--- config.mk ---
export PLATFORM = sky130hd
export DESIGN_NAME = ticket_vending_ctrl
export DESIGN_NICKNAME = d
export VERILOG_FILES = /design/src/rtl/ticket_vending_ctrl.sv
export SDC_FILE = /design/constraint.sdc
export NUM_CORES = 1
export LEC_CHECK = 0
export CAP_MARGIN = 20
export CORE_ASPECT_RATIO = 1.75
export CORE_UTILIZATION = 39
export CTS_CLUSTER_DIAMETER = 100
export DETAILED_ROUTE_END_ITERATION = 10
export PLACE_DENSITY = 0.67
export SLEW_MARGIN = 20
export SYNTH_ARGS = -nofsm -noshare
export SYNTH_HDL_FRONTEND = slang
export SYNTH_SLANG_ARGS = --single-unit
--- constraint.sdc ---
create_clock -name clk -period 12.2 [get_ports clk]
set_input_delay 2.44 -clock clk [delete_from_list [all_inputs] [get_ports clk]]
set_output_delay 2.44 -clock clk [all_outputs]
set_load 0.05 [all_outputs]
--- src/rtl/ticket_vending_ctrl.sv ---
// Multi-ticket fare controller: quotes a trip, collects coins, then dispenses tickets with change
// or refunds on cancel/timeout. All outputs are registered or decoded directly from registered state.
module ticket_vending_ctrl #(
  parameter int NUM_STATIONS  = 5,
  parameter int STN_W         = 3,
  parameter int FARE_PER_STOP = 5,
  parameter int MAX_TICKETS   = 5,
  parameter int TKT_W         = 3,
  parameter int COIN_W        = 6,
  parameter int MONEY_W       = 8,
  parameter int TIMEOUT_CYC   = 1000
) (
  input  logic               clk,
  input  logic               reset,
  input  logic               req_valid,
  input  logic [STN_W-1:0]   origin,
  input  logic [STN_W-1:0]   destination,
  input  logic [TKT_W-1:0]   tickets,
  input  logic               coin_valid,
  input  logic [COIN_W-1:0]  coin_value,
  input  logic               cancel,
  output logic               busy,
  output logic               req_error,
  output logic               coin_reject,
  output logic [MONEY_W-1:0] fare,
  output logic [MONEY_W-1:0] paid,
  output logic [MONEY_W-1:0] due,
  output logic               dispense_valid,
  output logic               refund_valid,
  output logic [TKT_W-1:0]   ticket_count,
  output logic [MONEY_W-1:0] change
);

  localparam int CNT_W = $clog2(TIMEOUT_CYC + 1);

  typedef enum logic [2:0] {
    S_IDLE,
    S_QUOTE,
    S_PAY,
    S_DISPENSE,
    S_REFUND
  } state_t;

  state_t             state_q;
  logic [STN_W-1:0]   org_q, dst_q;
  logic [TKT_W-1:0]   tkt_q, ticket_count_q;
  logic [MONEY_W-1:0] fare_q, paid_q, due_q, change_q;
  logic [CNT_W-1:0]   cnt_q;
  logic               req_error_q, coin_reject_q, dispense_q, refund_q;

  logic               req_ok_d, timeout_d;
  logic [STN_W-1:0]   span_d;
  logic [MONEY_W-1:0] fare_d, paid_d, due_d;
  logic [CNT_W-1:0]   cnt_d;

  // NOTE: every variable assigned here gets a value on every path, so no latches are inferred.
  always_comb begin
    req_ok_d  = (origin != '0) && (origin <= STN_W'(NUM_STATIONS)) &&
                (destination != '0) && (destination <= STN_W'(NUM_STATIONS)) &&
                (tickets != '0) && (tickets <= TKT_W'(MAX_TICKETS));
    span_d    = (org_q > dst_q) ? (org_q - dst_q) : (dst_q - org_q);
    fare_d    = MONEY_W'(FARE_PER_STOP) * (MONEY_W'(span_d) + MONEY_W'(1)) * MONEY_W'(tkt_q);
    paid_d    = coin_valid ? (paid_q + MONEY_W'(coin_value)) : paid_q;
    due_d     = (paid_d < fare_q) ? (fare_q - paid_d) : '0;
    cnt_d     = coin_valid ? '0 : (cnt_q + CNT_W'(1));
    timeout_d = !coin_valid && (cnt_d == CNT_W'(TIMEOUT_CYC));
  end

  // NOTE: all state updates use non-blocking assignments so every register samples pre-edge values.
  always_ff @(posedge clk) begin
    if (!reset) begin
      state_q        <= S_IDLE;
      org_q          <= '0;
      dst_q          <= '0;
      tkt_q          <= '0;
      fare_q         <= '0;
      paid_q         <= '0;
      due_q          <= '0;
      change_q       <= '0;
      ticket_count_q <= '0;
      cnt_q          <= '0;
      req_error_q    <= 1'b0;
      coin_reject_q  <= 1'b0;
      dispense_q     <= 1'b0;
      refund_q       <= 1'b0;
    end else begin
      req_error_q   <= 1'b0;
      coin_reject_q <= 1'b0;
      dispense_q    <= 1'b0;
      refund_q      <= 1'b0;
      case (state_q)
        S_IDLE: begin
          coin_reject_q <= coin_valid;
          if (req_valid) begin
            if (req_ok_d) begin
              org_q   <= origin;
              dst_q   <= destination;
              tkt_q   <= tickets;
              state_q <= S_QUOTE;
            end else begin
              req_error_q <= 1'b1;
            end
          end
        end
        S_QUOTE: begin
          coin_reject_q <= coin_valid;
          fare_q        <= fare_d;
          due_q         <= fare_d;
          paid_q        <= '0;
          cnt_q         <= '0;
          state_q       <= S_PAY;
        end
        S_PAY: begin
          paid_q <= paid_d;
          due_q  <= due_d;
          cnt_q  <= cnt_d;
          // A coin that completes payment beats a simultaneous cancel.
          if (paid_d >= fare_q) begin
            dispense_q     <= 1'b1;
            ticket_count_q <= tkt_q;
            change_q       <= paid_d - fare_q;
            state_q        <= S_DISPENSE;
          end else if (cancel || timeout_d) begin
            refund_q       <= 1'b1;
            ticket_count_q <= '0;
            change_q       <= paid_d;
            state_q        <= S_REFUND;
          end
        end
        S_DISPENSE, S_REFUND: begin
          coin_reject_q  <= coin_valid;
          fare_q         <= '0;
          paid_q         <= '0;
          due_q          <= '0;
          change_q       <= '0;
          ticket_count_q <= '0;
          cnt_q          <= '0;
          state_q        <= S_IDLE;
        end
        default: state_q <= S_IDLE;
      endcase
    end
  end

  assign busy           = (state_q != S_IDLE);
  assign req_error      = req_error_q;
  assign coin_reject    = coin_reject_q;
  assign fare           = fare_q;
  assign paid           = paid_q;
  assign due            = due_q;
  assign dispense_valid = dispense_q;
  assign refund_valid   = refund_q;
  assign ticket_count   = ticket_count_q;
  assign change         = change_q;

endmodule

# Word level (Yosys, flattened, before mapping)
# Cells that the tools add are included.
# Widths: inputs -> output; s select.
# classes
add_sub_neg,7
mul,2
magnitude_cmp,6
eq_ne,8
mux,22
n_bitwise,2
n_reduce_logical,27
# ops
cell,count
$pmux 8 s2,3
$mux 8,4
$pmux 8 s3,1
$mux 3,7
$pmux 10 s2,1
$sub 8x8->8,2
$reduce_bool 3->1,5
$add 10x1->10 const B,1
$eq 10x10->1 const B,1
$mux 10,1
$le 3x3->1 const B,3
$pmux 3 s3,1
$reduce_and 3->1,3
$add 8x6->8,1
$ge 8x8->1,1
$lt 8x8->1,1
$mul 7x3->8,1
$mul 3x4->7 const A,1
$eq 3x2->1 const B,2
$logic_and 1x1->1,6
$pmux 3 s2,1
$reduce_and 2->1,3
$reduce_bool 2->1,3
$reduce_or 3->1,2
14 further kinds,19
# totals
register_bits,61
in_bits,20
wordCells,88

# Longest topological paths before layout
# Gate-level depths: netlist (run 1).
# depth
word_depth,9
mapped_depth,25
depth_no_buf,25

# Worst setup path after synthesis (run 1)
# No wires, ideal clock.
# synth_timing
path_type,input to register
from,in coin_value[0]
to,reg change_q[3] (netlist: change[3])
arrival_ps,5385
slack_ps,6741
cell_stages,16
cell_sequence,ha_1 -> fa_1 -> a21oi_1 -> o21ai_0 -> o21a_1 -> o21ai_0 -> xnor2_1 -> ha_1 -> clkbuf_1 -> a21oi_1 -> o21ai_0 -> nor2_1 -> buf_2 -> mux2i_1 -> nand3_1 -> o21ai_0
# synth_between
elab_chain_cells,5
elab_cells_between_ends,9
cone_classes,2 x add/sub; 1 x order compare; 1 x eq/ne; 4 x mux; 1 x reduce/logical
# synth_rtl
item,line,rtl
from (decl),20,"input logic [COIN_W-1:0] coin_value,"
$add 8x6->8 (*),63,paid_d = coin_valid ? (paid_q + MONEY_W'(coin_value)) : paid_q;
$mux 8 (*),63,
"$sub 8x8->8, or another cell as far along",121,change_q <= paid_d - fare_q;
$mux 8 or $ne 3x3->1 (tied branches),--,
$pmux 8 s2 or $reduce_and 2->1 (tied branches),--,
to (signal assigned),121,
to (signal assigned),126,change_q <= paid_d;
to (decl),47,"logic [MONEY_W-1:0] fare_q, paid_q, due_q, change_q;"
# Mark *: on every way between the ends. The rest lies on a longest branch, timed or not. The select of a mux whose other input is x is not followed.
# A chain may end at the register's enable or synchronous reset.

# Final worst setup path (run 1)
# layout_timing
from,in coin_value[1]
to,reg change_q[7] (netlist: change[7])
# Same word-level chain as after synthesis.

==> results, run 1 <==
- The run finished with clean final reports.
- The static leakage power is 2.256 nW.
- In this run the post-CTS setup repair buffer count came out at 0.
- 60 I/O pins were placed.
- After floorplanning, the core was sized to cover 0.01110 mm².
- STA classifies the critical path startpoint as an input pin.
- Along the worst path, the maximum fanout reaches 14.
- After synthesis the netlist holds a flip-flop and latch count of 61.
- Counting every instance in the synthesized netlist gives 545.
- Max-cap violations in this run came to 0.
- The accumulated negative setup slack is 0 ps.
- Routability-driven placement finished with a final weighted congestion of 0.9315.
- The vertical die dimension is 143.1 µm.
- The post-synth net total is 615.
- The mean instance size in the synthesized netlist is 8.145 µm².
- The number of pins with negative max-slew slack in the final report is 0.
- Hold timing on the final database bottoms out at a slack of 457.7 ps.
- The later pin in the worst-skew pair is clocked with a latency of 330 ps.
- STA puts the critical path data required time at 12390 ps.
- The worst setup path is captured at a register.
- Once layout is complete, the utilization of the core stands at 0.4858.
- After detailed routing, the total wire length is 11490 µm.
- The number of distinct standard cells referenced by the synthesized netlist is 61.
- Based on the critical path, the design can be clocked at up to 165.3 MHz.
- The worst path meets setup with 6151 ps of slack.
- The share of synthesized area in the top cell type comes to 0.2751.
- The count of cells along the worst hold path is 2.
- The root cell of the clock tree is clkbuf_16.
- Setup repair after global routing left no endpoint under its margin.
- Compared with the post-synthesis result, the final layout area differs by 21.50%.
- The number of antenna violations at the first check in global routing came to 0.
- The dominant register cell in the synthesized netlist is dfxtp_1.
- The number of global-route vias before repair was 4015.
- The clock-pin slew on the worst setup and hold paths is 50 ps.
- The detailed-placement wirelength estimate is 9018 µm.
- Of the available clock period, the critical path in the final layout requires 0.4958.
- For this design the ratio of total power to cell area is 112.1 mW/mm².
- The initial utilization of the core area, before any placement, comes to 0.3998.
- The portion of the post-synthesis area used by sequential elements is 0.2751.
- The net count reported at finish is 662.
- The first TritonRoute pass finished after 4 iterations.
- The number of endpoints failing setup at the final stage is 0.
- The global-route wire length before repair is 18560 µm.
- The type of the tightest min-delay check is reg2reg.
- The repair_antennas step left the layout with diodes totalling 0.
- The count of clock tree sinks is 61.
- The hold-fix buffer count after cts is 0.
- Yosys printed 0 warnings.
- The worst ir drop on vdd is 79.05 µV.
- The ratio of cells with drive above 1 in the final layout is 0.04690.
- The setup slack after placement is 5573 ps.
- The data arrival time of the critical path is 6230 ps.
- The H-tree was split into 3 levels.
- Counting flops with an async set or reset pin after synthesis yields a share of 0.
- The number of nets still failing antenna checks after routing is 0.
- The initialized floorplan defines 51 standard-cell rows.
- The average wire per cell in the routed design is 15.76 µm.
- The transition time at the pin with the least slew margin is 771.2 ps.
- The number of buffers added by the clock tree synthesis step is 9.
- The summed instance area of the synthesized netlist is 0.004439 mm².
- The pin count of the biggest net entering global routing is 26.
- Counting cells, the worst reg-to-reg path comes to 25.
- For this run, design rule violations remaining after detail routing come to 0.
- In the routed layout, each cell is associated on average with a via count of 5.539.
- The cell taking the most area after synthesis is dfxtp_1.
- The critical path is of the in2reg type.
- The first routing iteration left 145 violations.
- The die boundary width is 82.65 µm.
- The clock tree from TritonCTS is done.
- The longest clock path from root to sink contains 2 buffers.
- The number of buffer cells added on primary ports is 59.
- Summed over all layers, the global routing overflow is 0.
- The minimum period implied by the final worst setup slack is 6049 ps.
- Gates resized during post-CTS repair numbered 0.
- The die covers 0.01183 mm².
- The normalized max-slew margin is 0.4853.
- The total vias in the final route is 4038.
- Across every metal layer, demand over resource in global routing totals 0.2047.
- The number of enable flip-flop cells after synthesis is 0.
- The total count of hold-check failures in the final report is 0.
- After synthesis, the cell types taking the most area are dfxtp_1 (28%), ha_1 (11%), o21ai_0 (5.6%).
- Clock skew on the completed layout was measured at 4.445 ps.
-- kinds of logic after synthesis --
family,after synthesis,share of synthesized area
adders and majority gates,50,0.1612
muxes,25,0.05665
DFF,61,0.2751
xor gates and xnor gates,26,0.05130
buffers and inverters,75,0.06821
AOI/OAI and AO/OA,139,0.2012
and+or+nand+nor,169,0.1863
-- area by class of cell --
type	count	area [µm²]
flip-flops and latches	61	1221
repair buffers	60	598.1
multi-input cells	409	2920
clock buffers	13	280.3
clock inverters	3	17.52
fillers	1125	5709
inverters	51	191.4
well taps	132	165.2
-- synth_stat cells, drive strengths merged, types with 2 or more instances --
cell	count
or3	4
a211oi	5
nor4	2
nand2	52
o21a	3
o41ai	2
o21ai	52
nand3	24
a32o	2
o211a	5
dfxtp	61
o22ai	4
and2	7
a21o	7
a31oi	3
fa	12
a21oi	25
xnor2	19
o21bai	4
o31ai	5
ha	38
nand4	6
and3	6
xor2	7
clkbuf	15
buf	9
a22oi	5
o31a	3
nor3	10
inv	51
mux2i	24
nor2	38
a32oi	3
nor2b	12
nand2b	4
-- path summary, 6_finish.rpt --
check	endpoint	slack (ps)	from
hold / removal	ticket_count[1]	460	ticket_count[1]
setup reg to reg	due[7]	6280	org_q[0]
hold reg to reg	ticket_count[1]	460	ticket_count[1]
setup / recovery	change[7]	6150	coin_value[1]
-- sequential cells by signal (all words and copies together), names as in the netlist, 3 cells and up --
signal,cells
paid,8
change,8
dst_q,3
due,8
tkt_q,3
state_q,3
cnt_q,10
fare,8
ticket_count,3
org_q,3
-- through the flow --
step / cells / power, W / instance area, µm²
after floorplan: 545 / 0.0003178 / 4439
after global placement: 713 / 0.0003556 / 5091
after detailed placement: 713 / 0.0003584 / 5094
after CTS: 729 / 0.0006070 / 5391
after global routing: 729 / 0.0006303 / 5394
final: 729 / 0.0006044 / 5394
-- routing by layer --
metal	global-route usage	routed length (µm)
met2	0.3684	6130
met1	0.2261	4561
met5	0	0
met3	0.02939	427
met4	0.09891	367
-- report_power, final --
| group | total, W | switching (W) | internal (W) |
|---|---|---|---|
| logic | 0.000142 | 0.0000866 | 0.0000555 |
| registers | 0.000213 | 0.00000660 | 0.000206 |
| clock network | 0.000250 | 0.0000908 | 0.000159 |
| total | 0.000604 | 0.000184 | 0.000420 |
-- cells in the final DEF (no fill, tap or decap), types with 2 or more instances in the layout --
cell type	n
clkbuf_8	4
xnor2_1	19
nand4_1	5
a22oi_1	5
fa_1	12
nor2_2	2
inv_1	51
o21a_1	3
nand3_1	24
ha_1	38
a211oi_1	4
nand2b_1	4
a32o_1	2
clkdlybuf4s50_1	59
clkbuf_16	9
o22ai_1	4
nor3_1	9
o41ai_1	2
o31a_1	3
nor2b_1	12
clkinv_2	2
o211a_1	5
mux2i_1	24
o21ai_0	50
nor2_1	36
a31oi_1	3
and3_1	6
o31ai_1	5
xor2_1	7
dfxtp_1	61
nand2_1	51
and2_1	7
a32oi_1	3
a21oi_1	25
o21bai_1	4
or3_1	4
a21o_1	7
-- critical path, cell delays in order --
cell	delay, ps
clkdlybuf4s50_1	450
ha_1	300
a21o_1	190
a211oi_1	300
o21bai_1	130
xnor2_1	140
o21ai_0	310
ha_1	410
a21o_1	200
a21oi_1	180
o21ai_0	120
nor2_2	570
nor2b_1	190
a22oi_1	210
mux2i_1	90
No activity file was read; power rests on OpenSTA's default activity.
==> run 2, diff against run 1 <==
==> constraint.sdc (replaced) <==
create_clock -name clk -period 6.1 [get_ports clk]
set_input_delay 1.22 -clock clk [delete_from_list [all_inputs] [get_ports clk]]
set_output_delay 1.22 -clock clk [all_outputs]
set_load 0.05 [all_outputs]
==> run 2 against run 1 <==
Global-route usage grew 0.63 points; sequential cell count is the same; total power grew 110%; combinational power increased by 100%; first-iteration DRC count rose by 11%; non-clock buffer count increased by 3; sequential power is 100% higher; worst setup slack lost 5500 ps; clock power grew 110%; cell count up 0.41%; largest cell class unchanged; largest power group unchanged.
==> results, run 2 (synthesis results as in run 1) <==
- The flow ran to the end, and the final reports show no timing, DRC or antenna violations.
- The design draws 0.001240 W.
- Clock latency on the worst-skew pair, taken at its later pin, is 340 ps.
- The wire length after detailed routing is 11380 µm.
- The first-iteration detailed-routing DRC count is 161.
- In the layout the commonest cells are dfxtp_1 (61), clkdlybuf4s50_1 (59), inv_1 (51), nand2_1 (51), o21ai_0 (50).
- The hold-fix buffer count after cts is 0.
- The power per standard cell area is 228.5 mW/mm².
- After clock tree synthesis, the clock-pin slew on the worst setup and hold paths is 50 ps.
- For this design the total switching power over the nets is 0.0003670 W.
- The die boundary width is 82.65 µm.
- The die area is 0.01183 mm².
- The share of total power dissipated in combinational logic is 0.230.
- Counting along the longest clock path gives a buffer depth of 2.
- The floorplan step defined a core boundary enclosing 0.01110 mm².
- The internal power summed over all cells is 0.0008725 W.
- The floorplan has 51 rows.
- The minimum period implied by the final worst setup slack is 5485 ps.
- After detailed routing, no signal wire sits above met4.
- The count of buffers added on input and output ports is 59.
- The all-layer global routing usage is 0.2110.
- The number of nets still failing antenna checks after routing is 0.
- The endpoint type of the worst setup path is a register.
- Of the total power, registers draw 0.343.
- The startpoint of the lowest-slack register-to-register path is org_q[0].
- Ranked by flip-flop count, first place goes to cnt_q.
- The worst ir drop on vdd is 155.7 µV.
- The startpoint of the most critical setup path is org_q[0].
- For this design, the sink count on the clock tree is 61.
- The vertical die dimension is 143.1 µm.
- The tightest min-delay check is of the reg2reg type.
- The analysis attributes to cell leakage a power of 2.282 nW.
- The hold path startpoint is change[4].
- For this run the aggregate overflow at the end of global routing stands at 0.
- The max-capacitance violation count is 0.
- For the pin with the worst max-slew slack, the measured transition is 768.8 ps.
- After detailed routing, the wire length on met1 is 4352 µm.
- During I/O placement, the number of pins put on the boundary was 60.
- The ratio of cells with drive above 1 in the final layout is 0.04833.
- The congestion estimate from routability-driven global placement came to 0.8829.
- STA classifies the critical path startpoint as a register.
- Headroom to the max-slew limit came out at 0.4869.
- The number of pins with negative max-slew slack in the final report is 0.
- The number of buffers added by the clock tree synthesis step is 9.
- For this block, the via count after detailed routing is 4012.
- The average wire per cell in the routed design is 15.55 µm.
- The detailed-routed wire length on met3 is 518 µm.
- The detailed-placement wirelength estimate is 8896 µm.
- The via density per instance is 5.481.
- The part of the power in the clock network is 0.427.
- The number of global-route vias before repair was 3997.
- For this run, design rule violations remaining after detail routing come to 0.
- The first detailed-routing pass ran for 5 iterations.
- The wire length on met2 is 6073 µm.
- Once the clock tree was built, the resizer swapped 0 gates to a different size.
- The number of endpoints failing setup at the final stage is 0.
- 0 antenna diodes ended up in the layout.
- The total count of hold-check failures in the final report was 0.
- The critical path class is reg2reg.
- Static timing analysis puts the maximum clock frequency at 182.3 MHz.
- The first global-routing pass estimated 19020 µm of wire.
- The filler cell count is 1097.
- Compared with the post-synthesis result, the final layout area differs by 22.21%.
- The pin count of the biggest net entering global routing is 26.
- The net count reported at finish is 665.
- In this run the number of H-tree levels came out at 3.
- The data arrival time of the critical path is 5670 ps.
- The clock tree from TritonCTS is done.
- For this configuration, the core starts out at a cell density of 0.3998.
- Setup repair after global routing left no endpoint under its margin.
- STA puts the critical path data required time at 6290 ps.
- The highest net fanout along the worst path is 8.
- The register with the most flip-flops in the layout has 10 of them.
- The clock arrives with 8.903 ps of skew.
- The number of antenna violations at the first check in global routing is 0.
- In the final timing run, aggregate negative setup slack is 0 ps.
- Of the total power, the share spent switching nets is 0.2961.
- The final period utilization is 0.8992.
- The most common library cell in the layout ignoring fill and taps is dfxtp_1.
- The post-CTS setup repair buffer count is 0.
- The root cell of the clock tree is clkbuf_16.
==> run 2: cell types whose count changed in the layout (fill, tap and decap cells not counted) <==
| cell | before | now |
|---|---|---|
| clkinvlp_4 | 1 | 0 |
| bufinv_16 | 0 | 1 |
| nor2_2 | 2 | 0 |
| buf_4 | 1 | 4 |
| nor2_1 | 36 | 38 |
| clkinv_2 | 2 | 3 |
| clkbuf_8 | 4 | 3 |
==> run 2: critical path, cell delays in order, from the launching register on <==
cell	delay, ps
dfxtp_1	360
inv_1	60
ha_1	390
nand3_1	100
o21ai_0	80
nor2_1	330
mux2_2	390
ha_1	190
xor2_1	150
xnor2_1	290
ha_1	220
ha_1	170
inv_1	50
fa_1	460
nand2b_1	170
fa_1	490
inv_1	40
ha_1	330
o21ai_0	190
o21bai_1	80
a21oi_1	170
xor2_1	190
xnor2_1	150
xnor2_1	150
o22ai_1	110
==> run 2: per-stage QoR <==
| step | instances | area (µm²) | utilization | setup WS (ps) | hold slack (ps) |
|---|---|---|---|---|---|
| after detailed placement | 716 | 5114 | 0.4606 | 623.4 | 454.4 |
| final | 732 | 5425 | 0.4886 | 615.2 | 457.2 |
| after floorplan | 545 | 4439 | - | 1067 | 463.4 |
| after CTS | 732 | 5425 | 0.4886 | 603.3 | 460.0 |
| after global placement | 716 | 5114 | 0.4606 | 845.7 | 449.2 |
| after global routing | 732 | 5425 | 0.4886 | 175.1 | 493.6 |
==> run 2: worst paths after layout <==
path / depth (start not counted) / slack, ps / end
max: 24 / 620 / due[7]
min: 2 / 460 / change[4]
max reg2reg: 24 / 620 / due[7]
min reg2reg: 2 / 460 / change[4]
==> run 2: routing by layer <==
layer,track usage,up-vias
met1,0.2343,1875
met3,0.03770,30
met4,0.1098,0
met2,0.3697,101
li1,-,2006
met5,0,-
==> run 2: cell type report <==
type	count	area, µm²	share of cell area
Multi-Input combinational cell	409	2915	0.5374
Clock inverter	4	45.04	0.008303
Inverter	51	191.4	0.03529
Timing Repair Buffer	63	620.6	0.1144
Sequential cell	61	1221	0.2251
Tap cell	132	165.2	0.03044
Clock buffer	12	266.5	0.04912
==> run 2: power by group through the flow <==
stage	combinational [W]	clock, W	sequential (W)
4_1_cts	0.000285	0.000535	0.000425
2_1_floorplan	0.000176	0	0.000459
6_report	0.000285	0.000529	0.000425
5_1_grt	0.000312	0.000555	0.000427
3_3_place_gp	0.000280	0	0.000433
3_5_place_dp	0.000283	0	0.000433
==> patch 1, RTL diff (config.mk and constraints of run 1) <==
Add an input register stage for `cancel`, with the module's reset; this delays it by one clock. The other inputs are not delayed to match. Comments in the files are not updated.
--- a/src/rtl/ticket_vending_ctrl.sv
+++ b/src/rtl/ticket_vending_ctrl.sv
@@ -40,6 +40,16 @@
     S_DISPENSE,
     S_REFUND
   } state_t;
+
+  logic cancel_q;
+
+  always_ff @(posedge clk) begin
+    if (!reset) begin
+      cancel_q <= '0;
+    end else begin
+      cancel_q <= cancel;
+    end
+  end
 
   state_t             state_q;
   logic [STN_W-1:0]   org_q, dst_q;
@@ -120,7 +130,7 @@
             ticket_count_q <= tkt_q;
             change_q       <= paid_d - fare_q;
             state_q        <= S_DISPENSE;
-          end else if (cancel || timeout_d) begin
+          end else if (cancel_q || timeout_d) begin
             refund_q       <= 1'b1;
             ticket_count_q <= '0;
             change_q       <= paid_d;
Check against the original RTL: not equivalent (a bounded check fails within 4 cycles, from zero or initial values and one cycle with reset low).
==> patch 1 against run 1 <==
Power rose by 7.0%. Area after synthesis rose by 2.0%. Wire length increased by 15%. Sequential share of layout area decreased by 0.25 points. Synthesized cell count rose by 3.9%. Clock skew is essentially flat. Sequential cell count is 1 higher. Final area increased by 2.8%. Non-clock buffer count is 4 higher. Critical path type unchanged. Register-to-register slack better by 0.54 ns. Largest power group unchanged. Count of clock-buffer cells in the layout decreased by 2. Worst setup slack worse by 0.81 ns.
==> patch 1: results (changes against run 1) <==
Logic synthesis
  – Post-Synth Adder-Cell Area: 0.158 (-0.00321)
  – Post-synthesis compound-gate area fraction: 0.201 (about the same)
  – Netlist cell types: 58 (-4.9%)
  – Mux share of post-synthesis cell area: 0.0594 (+0.00274)
  – Synth Area in XOR/XNOR: 0.0406 (-0.0107)
  – Sequential share of the synthesized area: 0.274 (-0.00105)
  – Synthesized net count: 636 (+3.4%)
  – Synth area leaders: dfxtp_1, ha_1, fa_1
  – Post-synth top cells: dfxtp_1, nor2_1, nand2_1, inv_1, a21oi_1
  – Synth Flop Type: dfxtp_1

Placement
  – DP Wirelength: 10100 um (+12%)
  – Placer Congestion: 0.980 (+5.2%)

Global routing
  – Vias in the first global route: 4302 (+7.1%)
  – Largest net degree at the start of global routing: 24 (-7.7%)
  – GRT Resource Usage Total: 0.222 (+0.0169)
  – Global-route wire length before repair: 21000 um (+13%)

Outcome
  – Status: finished, final reports clean

Final layout
  – Reg with most FFs: cnt_q
  – # fillers: 1082 (-3.8%)
  – Layout cell share with drive strength beyond 1: 0.0550 (+0.00812)
  – Nets: 683 (+3.2%)

Detailed routing
  – Total routed wirelength: 13200 um (+15%)
  – Vias/cell: 5.75 (+3.8%)
  – First drt pass iteration count: 5 (+1)
  – Initial DRC count: 289 (+99%)

Min path
  – Hold path start: change[6]$_SDFFE_PN0P_

Power
  – Pleak: 2.23 nW (-1.3%)
  – Peak supply drop: 78.5 uV (-0.66%)

CTS
  – CTS Root Cell: clkbuf_16
  – Post-CTS Setup Inserts: 0 (unchanged)

Worst setup path
  – R2R setup slack: 6.82 ns (+0.54 ns)
  – R2r worst-path depth: 21 (-16%)
  – CP max FO: 11 (-3)
  – FF-to-FF Start: org_q[1]$_SDFFE_PN0P_
  – Reg-to-Reg End: fare[7]$_SDFFE_PN0N_
  – Crit path from: coin_value[0]
  – Crit path arrival time: 7.02 ns (+0.79 ns)
  – CP endpoint: change[4]$_SDFFE_PN0P_

Timing
  – Clk_skew: 0.00474 ns (+0.000298 ns)
  – Max_slew headroom: 0.261 (-0.225)
patch 1: final cells by class:
class,count,area share
multi-input combinational,430,0.542
sequential,62,0.224
timing repair buffer,64,0.113
clock buffer,11,0.0456
inverter,46,0.0312
tap,132,0.0298
clock inverter,5,0.0147
patch 1: metrics by stage:
step / cell area, um2 / hold WS (ns) / setup slack [ns] / instances / utilization
2_1_floorplan: 4530 / 0.460 / 6.39 / 566 / -
3_3_place_gp: 5200 / 0.444 / 5.34 / 733 / 0.463
3_5_place_dp: 5200 / 0.454 / 5.08 / 733 / 0.463
4_1_cts: 5540 / 0.462 / 5.39 / 749 / 0.493
5_1_grt: 5540 / 0.477 / 5.07 / 750 / 0.494
6_report: 5540 / 0.455 / 5.34 / 750 / 0.494
patch 1: worst min path at each step:
stage | end | slack (ns) | cells after the start
after floorplan | dst_q[2]$_SDFFE_PN0P_ | 0.46 | 2
after global placement | change[6]$_SDFFE_PN0P_ | 0.44 | 2
after detailed placement | change[6]$_SDFFE_PN0P_ | 0.45 | 2
after CTS | change[6]$_SDFFE_PN0P_ | 0.46 | 2
after global routing | change[6]$_SDFFE_PN0P_ | 0.48 | 2
final | change[6]$_SDFFE_PN0P_ | 0.45 | 2
patch 1: critical path, cell delays in order:
cell and delay, ns:
clkdlybuf4s50_1 0.40, ha_1 0.23, fa_1 0.42, a21o_1 0.19, a22o_1 0.19, o21a_1 0.17
o21a_1 0.20, xnor2_1 0.26, inv_1 0.09, ha_1 0.42, nand2_1 0.10, a211oi_1 0.32
o21ai_1 0.19, nand2_1 0.16, a211oi_2 0.10, nor2_1 0.88, o21ai_0 0.24
patch 1: routing by layer:
metal / track usage / up-vias / wire (um)
met3: 0.0360 / 51 / 579
met4: 0.141 / 0 / 662
li1: - / 2064 / -
met2: 0.428 / 158 / 7130
met5: 0 / - / 0
met1: 0.218 / 2038 / 4790
patch 1: cells by family (layout without fill, tap and decap cells):
family | after synthesis | after routing
adder cells (fa/ha/maj) | 50 | 50
XOR/XNOR | 21 | 21
AO/OA/AOI/OAI | 142 | 142
flip-flops | 62 | 62
buffers and inverters | 74 | 126
AND/OR/NAND/NOR | 191 | 191
multiplexers | 26 | 26
patch 1: report_power, final:
group          leakage [nW]  internal, mW  switching, mW
Sequential            0.502         0.209        0.00696
Clock                 0.162         0.190         0.0963
Combinational          1.56        0.0565         0.0889
==> patch 2, RTL diff (config.mk and constraints of run 1) <==
Made on the original files. `TIMEOUT_CYC`: 1000 -> 250.
--- a/src/rtl/ticket_vending_ctrl.sv
+++ b/src/rtl/ticket_vending_ctrl.sv
@@ -8,7 +8,7 @@
   parameter int TKT_W         = 3,
   parameter int COIN_W        = 6,
   parameter int MONEY_W       = 8,
-  parameter int TIMEOUT_CYC   = 1000
+  parameter int TIMEOUT_CYC   = 250
 ) (
   input  logic               clk,
   input  logic               reset,
Function: same outputs for any inputs over 4 cycles, from zero or initial values and one cycle with reset low; that may be too few to reach the edited logic, so the function may still have changed.
==> patch 2 against run 1 <==
Clock power up 3%. Power up 2.9%. Sequential cell count down 2. Sequential share of layout area down 0.68 points. Utilization down 0.15 points. Wire length up 3.0%. Count of clock-buffer cells in the layout down 2. Area after synthesis down 0.51%. Global-route usage up 1.5 points. Worst setup slack better by 0.10 ns. Final area down 0.30%. Critical path depth up 1. Largest power group unchanged.
==> patch 2: results (changes against run 1) <==
Global routing
  – Vias in the first global route: 4124 (+2.7%)
  – Largest net degree at the start of global routing: 32 (+23%)
  – Initial antenna violation count: 0 (unchanged)
  – GRT Resource Usage Total: 0.220 (+0.0154)
  – Global-route wire length before repair: 19400 um (+4.5%)

Power
  – Pleak: 2.15 nW (-4.6%)
  – Peak supply drop: 107 uV (+36%)

CTS
  – CTS Buffer Depth: 2 (unchanged)
  – CTS Root Cell: clkbuf_16
  – H-Tree Level Count: 3 (unchanged)

Placement
  – Cell Area, Placed: 5070 um2 (-0.37%)
  – Port Buf Inserts: 59 (unchanged)
  – DP Wirelength: 9350 um (+3.7%)
  – Placer Congestion: 0.926 (-0.59%)
  – Place WS: 5.95 ns (+0.374 ns)

Logic synthesis
  – Synth warn: 0 (unchanged)
  – Netlist cell types: 61 (unchanged)
  – Sequential share of the synthesized area: 0.267 (-0.00766)
  – Synth area leaders: dfxtp_1, ha_1, fa_1
  – Post-synth top cells: dfxtp_1, nor2_1, inv_1, nand2_1, a21oi_1
  – Async SR Flop Fraction: 0 (unchanged)
  – Synth Flop Type: dfxtp_1
  – Synthesized net count: 628 (+2.1%)

Timing
  – Clk_skew: 0.00853 ns (+0.00408 ns)
  – Worst Tran Pin Value: 1.07 ns (+0.301 ns)

Final layout
  – Nets: 673 (+1.7%)
  – Layout cell share with drive strength beyond 1: 0.0510 (+0.00409)

Min path
  – HP Class: reg2reg

Detailed routing
  – Routed wire length per instance: 16.0 um (+1.5%)
  – Initial DRC count: 168 (+16%)
  – Vias/cell: 5.65 (+2.0%)

Worst setup path
  – Crit path arrival time: 6.19 ns (-0.04 ns)
  – CP max FO: 20 (+6)

Outcome
  – Status: finished, final reports clean
## patch 2: cell families (layout without fill, tap and decap cells)
| logic type | Yosys count | count (layout) | synth area share |
|---|---|---|---|
| DFF | 59 | 59 | 0.267 |
| buffers and inverters | 74 | 123 | 0.0671 |
| AOI/OAI and AO/OA | 140 | 140 | 0.205 |
| xor gates and xnor gates | 22 | 22 | 0.0436 |
| adders and majority gates | 49 | 49 | 0.159 |
| muxes | 16 | 16 | 0.0371 |
| and+or+nand+nor | 199 | 199 | 0.221 |
## patch 2: power breakdown
part	leakage [nW]	internal (mW)	switching, mW
clock network	0.144	0.167	0.0906
registers	0.477	0.199	0.00621
logic	1.53	0.0608	0.0977
total	2.15	0.427	0.195
## patch 2: final cells by class
type	instances	area, um2
clock inverter	4	50.0
sequential	59	1180
inverter	45	169
timing repair buffer	63	621
clock buffer	11	253
fill	1112	5730
tap	132	165
multi-input combinational	426	2940
## patch 2: path summary, 6_finish.rpt
check	startpoint	end	slack, ns	cells past startpoint
min reg2reg	change[4]$_SDFFE_PN0P_	change[4]$_SDFFE_PN0P_	0.47	2
max	coin_value[0]	change[6]$_SDFFE_PN0P_	6.25	16
max reg2reg	org_q[0]$_SDFFE_PN0P_	fare[7]$_SDFFE_PN0N_	6.85	21
min	change[4]$_SDFFE_PN0P_	change[4]$_SDFFE_PN0P_	0.47	2
## patch 2: metrics by stage
step | instances | total power, mW
2_1_floorplan | 559 | 0.323
3_3_place_gp | 725 | 0.364
3_5_place_dp | 725 | 0.367
4_1_cts | 740 | 0.625
5_1_grt | 740 | 0.651
6_report | 740 | 0.622
## patch 2: worst max-delay path, stage by stage
cell,delay (ns)
clkdlybuf4s50_1,0.41
ha_1,0.23
fa_1,0.41
xnor2_1,0.16
nand2_1,0.06
o21ai_0,0.24
inv_1,0.09
ha_1,0.41
nor2b_1,0.19
o21ai_0,0.37
a31oi_1,0.20
nor2_1,0.13
buf_4,0.26
a31o_2,0.41
nand3_1,0.12
o31ai_1,0.07
## patch 2: metal layers
layer  share of wire  vias to the layer above  global-route usage
met3           0.036                       32              0.0345
met5               0                        -                   0
met4           0.053                        0               0.136
li1                -                     2059                   -
met1            0.37                     1972               0.218
met2            0.54                      118               0.409
